**config.mk**
```make
export PLATFORM = sky130hd
export DESIGN_NAME = apb_mst_bridge
export DESIGN_NICKNAME = d
export VERILOG_FILES = /design/src/rtl/apb_mst_bridge.sv
export SDC_FILE = /design/constraint.sdc
export NUM_CORES = 1
export LEC_CHECK = 0
export CAP_MARGIN = 15
export CORE_MARGIN = 3
export CORE_UTILIZATION = 45
export CTS_BUF_LIST = sky130_fd_sc_hd__clkbuf_4 sky130_fd_sc_hd__clkbuf_8
export CTS_CLUSTER_SIZE = 40
export DETAILED_ROUTE_END_ITERATION = 12
export PLACE_DENSITY_LB_ADDON = 0.05
export SLEW_MARGIN = 10
export SYNTH_ARGS = -nofsm -noshare
export SYNTH_HDL_FRONTEND = slang
export SYNTH_SLANG_ARGS = --single-unit
```
**constraint.sdc**
```tcl
create_clock -name i_clk -period 5.88 [get_ports i_clk]
set_input_delay 0.882 -clock i_clk [delete_from_list [all_inputs] [get_ports i_clk]]
set_output_delay 0.882 -clock i_clk [all_outputs]
set_load 0.005 [all_outputs]
```
**src/rtl/apb_mst_bridge.sv**
```systemverilog
// ---------------------------------------------------------------------------
// apb_mst_bridge : valid/ready request -> APB SETUP/ACCESS initiator.
// Optional ACCESS timeout when APB_MST_TIMEOUT_EN is defined.  Rev 1.0
// ---------------------------------------------------------------------------
`default_nettype none

package apb_mst_bridge_pkg;
  typedef struct packed {
    logic [31:0] paddr;
    logic [2:0]  pprot;
    logic        pselx;
    logic        penable;
    logic        pwrite;
    logic [31:0] pwdata;
    logic [3:0]  pstrb;
  } apb_in_type;

  typedef struct packed {
    logic [31:0] prdata;
    logic        pready;
    logic        pslverr;
  } apb_out_type;
endpackage

module apb_mst_bridge
  import apb_mst_bridge_pkg::*;
#(
  parameter int TMO_CYCLES = 1024
) (
  input  logic        i_clk,
  input  logic        i_pwrreset,
  input  logic        i_req_valid,
  output logic        o_req_ready,
  input  logic [31:0] i_req_addr,
  input  logic        i_req_write,
  input  logic [31:0] i_req_wdata,
  input  logic [3:0]  i_req_wstrb,
  output logic        o_resp_valid,
  input  logic        i_resp_ready,
  output logic [31:0] o_resp_rdata,
  output logic        o_resp_err,
  output apb_in_type  o_apbo,
  input  apb_out_type i_apbi
);

  typedef enum logic [1:0] {
    ST_IDLE   = 2'd0,
    ST_SETUP  = 2'd1,
    ST_ACCESS = 2'd2,
    ST_RESP   = 2'd3
  } state_t;

  generate
    if (TMO_CYCLES < 2 || TMO_CYCLES > 1024) begin : g_tmo_range_chk
      $error("apb_mst_bridge: TMO_CYCLES must be in 2..1024");
    end
  endgenerate

  state_t r_state;

`ifdef APB_MST_TIMEOUT_EN
  // 1024 wraps to 0 in 10 bits, so the last-cycle compare value is still 1023.
  localparam logic [9:0] c_tmo_last = 10'(TMO_CYCLES - 1);
  logic [9:0] r_cnt;
`endif

  always_ff @(posedge i_clk or posedge i_pwrreset) begin
    if (i_pwrreset) begin
      r_state      <= ST_IDLE;
      o_req_ready  <= 1'b1;
      o_resp_valid <= 1'b0;
      o_resp_rdata <= '0;
      o_resp_err   <= 1'b0;
      o_apbo       <= '0;
`ifdef APB_MST_TIMEOUT_EN
      r_cnt        <= '0;
`endif
    end else begin
      case (r_state)
        ST_IDLE: begin
          if (i_req_valid) begin
            o_apbo.paddr   <= i_req_addr & ~32'h3;
            o_apbo.pwrite  <= i_req_write;
            o_apbo.pwdata  <= i_req_wdata;
            o_apbo.pstrb   <= i_req_write ? i_req_wstrb : 4'h0;
            o_apbo.pselx   <= 1'b1;
            o_apbo.penable <= 1'b0;
            o_req_ready    <= 1'b0;
            r_state        <= ST_SETUP;
          end
        end
        ST_SETUP: begin
          o_apbo.penable <= 1'b1;
`ifdef APB_MST_TIMEOUT_EN
          r_cnt          <= '0;
`endif
          r_state        <= ST_ACCESS;
        end
        ST_ACCESS: begin
          if (i_apbi.pready) begin
            o_resp_rdata   <= (!o_apbo.pwrite && !i_apbi.pslverr) ? i_apbi.prdata : 32'h0;
            o_resp_err     <= i_apbi.pslverr;
            o_resp_valid   <= 1'b1;
            o_apbo.pselx   <= 1'b0;
            o_apbo.penable <= 1'b0;
            r_state        <= ST_RESP;
          end
`ifdef APB_MST_TIMEOUT_EN
          else if (r_cnt == c_tmo_last) begin
            o_resp_rdata   <= 32'h0;
            o_resp_err     <= 1'b1;
            o_resp_valid   <= 1'b1;
            o_apbo.pselx   <= 1'b0;
            o_apbo.penable <= 1'b0;
            r_state        <= ST_RESP;
          end else begin
            r_cnt <= r_cnt + 10'd1;
          end
`endif
        end
        ST_RESP: begin
          // Ready rises only after the handshake, so a request can't be taken here.
          if (i_resp_ready) begin
            o_resp_valid <= 1'b0;
            o_resp_rdata <= '0;
            o_resp_err   <= 1'b0;
            o_req_ready  <= 1'b1;
            r_state      <= ST_IDLE;
          end
        end
        default: r_state <= ST_IDLE;
      endcase
    end
  end

endmodule

`default_nettype wire

```
==> metrics.txt <==
# TYPE chip_impl_metric gauge
chip_impl_info{name="outcome",value="complete, no violations"} 1
chip_impl_metric{name="yosys_warnings",unit=""} 3
chip_impl_metric{name="synth-async-reset-ratio",unit="%"} 100
chip_impl_metric{name="filler_cell_count",unit=""} 721
chip_impl_metric{name="muxShareOfSynthArea",unit="%"} 24.6
chip_impl_metric{name="final_hold_slack",unit="ps"} 494
chip_impl_metric{name="grt_pass1_wl",unit="mm"} 17.1
chip_impl_metric{name="ant_diodes",unit=""} 0
chip_impl_metric{name="initial_drt_pass_iterations",unit=""} 4
chip_impl_info{name="min_to",value="o_apbo[0]"} 1
chip_impl_metric{name="cts_buffers",unit=""} 9
chip_impl_metric{name="max-slew-margin-rel",unit="%"} 44.0
chip_impl_metric{name="gp_routability_congestion",unit=""} 0.718
chip_impl_metric{name="die_h",unit="um"} 105
chip_impl_metric{name="ys_seq_elements",unit=""} 106
chip_impl_metric{name="initial_core_util",unit="%"} 47.0
chip_impl_metric{name="remaining_drc_errors",unit=""} 0
chip_impl_metric{name="vdd.ir_drop.worst",unit="V"} 0.000346
chip_impl_metric{name="slew_violations",unit=""} 0
chip_impl_metric{name="cts_sink_cnt",unit=""} 106
chip_impl_metric{name="worstHoldPathCells",unit=""} 2
chip_impl_info{name="worst-setup-path-type",value="input pin to flip-flop"} 1
chip_impl_metric{name="multiInputGateArea",unit="sq um"} 1480
chip_impl_info{name="holdCritPathClass",value="flip-flop to flip-flop"} 1
chip_impl_metric{name="cts.htree.levels",unit=""} 3
chip_impl_metric{name="fin_util",unit="%"} 71.9
chip_impl_metric{name="achievable-frequency",unit="MHz"} 367
chip_impl_metric{name="cts.hold.buffers_added",unit=""} 0
chip_impl_metric{name="grt_max_degree",unit=""} 66
chip_impl_metric{name="crit_path_max_fanout",unit=""} 37
chip_impl_info{name="tritoncts",value="done"} 1
chip_impl_metric{name="actual_transition_at_the_worst_max_transition_pin",unit="ps"} 837
chip_impl_metric{name="clock-skew-final",unit="ps"} 10.5
chip_impl_info{name="cts.root.buffer_cell",value="sky130_fd_sc_hd__clkbuf_8"} 1
chip_impl_metric{name="postCtsSetupBuffers",unit=""} 0
chip_impl_metric{name="total_power",unit="mW"} 3.05
chip_impl_metric{name="final_layout_size_suffix_gt1_share",unit="%"} 5.15
chip_impl_metric{name="die-width",unit="um"} 105
chip_impl_metric{name="worst_skew_pair.late_latency",unit="ps"} 350
chip_impl_metric{name="period_utilization",unit="%"} 46.3
chip_impl_info{name="synth_top_family_by_area",value="multiplexers"} 1
chip_impl_metric{name="core-area",unit="sq um"} 9370
chip_impl_metric{name="grt_usage",unit="%"} 19.4
chip_impl_info{name="rsz_0062_raised_after_global_routing",value="false"} 1
chip_impl_metric{name="synthesized_area_fraction_occupied_by_ao_oa_aoi_and_oai_cells",unit="%"} 0.995
chip_impl_metric{name="port-buffer-count",unit=""} 208
chip_impl_metric{name="grt_overflow",unit=""} 0
chip_impl_metric{name="critical_path_required",unit="ps"} 6110
chip_impl_metric{name="min_cycle_time_layout",unit="ps"} 2720
chip_impl_info{name="worstSetupStartpoint",value="i_req_valid"} 1
chip_impl_metric{name="drt-wirelength-per-cell",unit="um"} 15.6
chip_impl_metric{name="area_growth_syn_to_layout",unit="%"} 53.1
chip_impl_metric{name="design.die.area",unit="sq um"} 11000
chip_impl_info{name="most-common-layout-cells",value="sky130_fd_sc_hd__clkdlybuf4s50_1 (208), sky130_fd_sc_hd__dfrtp_1 (105), sky130_fd_sc_hd__mux2_1 (65)"} 1
chip_impl_metric{name="xor_and_xnor_fraction_of_the_mapped_netlist_area",unit="%"} 0
chip_impl_info{name="capture_instance_of_the_worst_register_to_register_path",value="o_apbo[8]"} 1
chip_impl_metric{name="number_of_routed_nets_with_antenna_violations",unit=""} 0
chip_impl_metric{name="post_synthesis_simple_gate_area_fraction",unit="%"} 5.74
chip_impl_metric{name="synth_adder_area_share",unit="%"} 1.42
chip_impl_metric{name="rrSetupSlack",unit="ps"} 3430
chip_impl_metric{name="avgViaCountPerCell",unit=""} 4.65
chip_impl_metric{name="post_cts.resized_instances",unit=""} 0
chip_impl_info{name="startpoint_type",value="input pin"} 1
chip_impl_info{name="critical_path.endpoint_type",value="flip-flop"} 1
chip_impl_metric{name="num_rows",unit=""} 35
chip_impl_info{name="r2r_startpoint",value="r_state[1]"} 1
chip_impl_metric{name="hold_violations",unit=""} 0
chip_impl_metric{name="postSynthCellCount",unit=""} 331
chip_impl_metric{name="synth_edf_count",unit=""} 0
chip_impl_metric{name="via_count",unit=""} 3128
chip_impl_info{name="min-delay-start",value="o_apbo[0]"} 1
chip_impl_metric{name="detailed_placer_s_ending_hpwl",unit="mm"} 8.11
chip_impl_metric{name="cap_violations",unit=""} 0
chip_impl_metric{name="first_global_vias",unit=""} 3322
chip_impl_metric{name="post_synthesis_cell_type_count",unit=""} 22
chip_impl_metric{name="worst_r2r_path_depth",unit=""} 5
chip_impl_metric{name="ios",unit=""} 216
chip_impl_metric{name="power.static_leakage",unit="nW"} 2.90
chip_impl_metric{name="clock_path_buffers",unit=""} 2
chip_impl_metric{name="synth.avg_cell_area",unit="sq um"} 13.3
chip_impl_metric{name="drt_first_iter_violations",unit=""} 86
chip_impl_metric{name="cp_data_arrival_time",unit="ps"} 2950
chip_impl_metric{name="tns",unit="ps"} 0
chip_impl_metric{name="path_clk_slew",unit="ps"} 90
chip_impl_metric{name="drt_wl_total",unit="mm"} 10.5
chip_impl_metric{name="synth_seq_area_share",unit="%"} 60.3
chip_impl_metric{name="antenna_found_initial",unit=""} 0
chip_impl_metric{name="setup-violations-final",unit=""} 0
chip_impl_metric{name="synth.cell_area",unit="sq um"} 4400
chip_impl_info{name="yosys_most_used_dff",value="sky130_fd_sc_hd__dfrtp_1"} 1
chip_impl_metric{name="post_layout_net_count",unit=""} 651
chip_impl_metric{name="power_density",unit="nW/um^2"} 453
chip_impl_metric{name="register_area",unit="sq um"} 2650
chip_impl_info{name="final_common_cell",value="sky130_fd_sc_hd__clkdlybuf4s50_1"} 1
[cell families after synthesis]
family / after synthesis
AOI/OAI and AO/OA: 8
and+or+nand+nor: 54
muxes: 100
other: 1
buffers and inverters: 57
DFF: 106
adders and majority gates: 5
[routing by layer]
layer | routed length (um) | global-route usage (%)
met1 | 4110 | 22.4
met2 | 5260 | 33.6
met3 | 828 | 6.30
met4 | 311 | 7.50
met5 | 0 | 0
[per-stage QoR]
stage	area, sq um	std cells	worst slack [ps]
final	6740	673	3160
after floorplan	4420	335	2210
after detailed placement	6540	656	2730
after global routing	6740	673	3020
after CTS	6720	672	3110
after global placement	6540	656	2770
[sequential cells by signal, indices dropped and copies added, names as in the netlist]
name / flops
o_req_ready: 1
o_resp_err: 1
r_state: 2
o_resp_rdata: 32
o_apbo: 69
o_resp_valid: 1
[cell usage after synthesis, drive strengths merged, types with 2 or more instances]
| cell type | count | share of area [%] |
|---|---|---|
| ha | 5 | 1.4 |
| a21oi | 2 | 0.23 |
| nor3 | 4 | 0.80 |
| o21ai | 5 | 0.57 |
| inv | 38 | 3.2 |
| nor2b | 3 | 0.77 |
| dfrtp | 105 | 60 |
| nand2 | 42 | 3.6 |
| mux2i | 35 | 8.0 |
| buf | 19 | 3.6 |
| mux2 | 65 | 17 |
| nor2 | 3 | 0.26 |
[final cells by class]
cell class | count | share of cell area, %
Multi-Input combinational cell | 172 | 21.9
Timing Repair Buffer | 212 | 31.5
Clock buffer | 11 | 2.15
Sequential cell | 106 | 39.4
Clock inverter | 5 | 0.557
Tap cell | 129 | 2.40
Inverter | 38 | 2.15
[worst max-delay path, stage by stage]
cell                              delay, ps
sky130_fd_sc_hd__clkdlybuf4s50_1        470
sky130_fd_sc_hd__nand2_2                650
sky130_fd_sc_hd__buf_4                  540
sky130_fd_sc_hd__mux2_1                 370
[worst max path at each step]
stage | to | slack (ps)
2_1_floorplan | o_apbo[0] | 2210
3_3_place_gp | o_apbo[17] | 2770
3_5_place_dp | o_apbo[50] | 2730
4_1_cts | o_apbo[57] | 3110
5_1_grt | o_apbo[8] | 3020
6_report | o_apbo[8] | 3160
[power breakdown]
part | switching [mW] | internal, mW
sequential | 0.156 | 1.04
clock | 0.245 | 0.173
combinational | 0.538 | 0.895
total | 0.939 | 2.11
(Power assumes the default switching activity.)
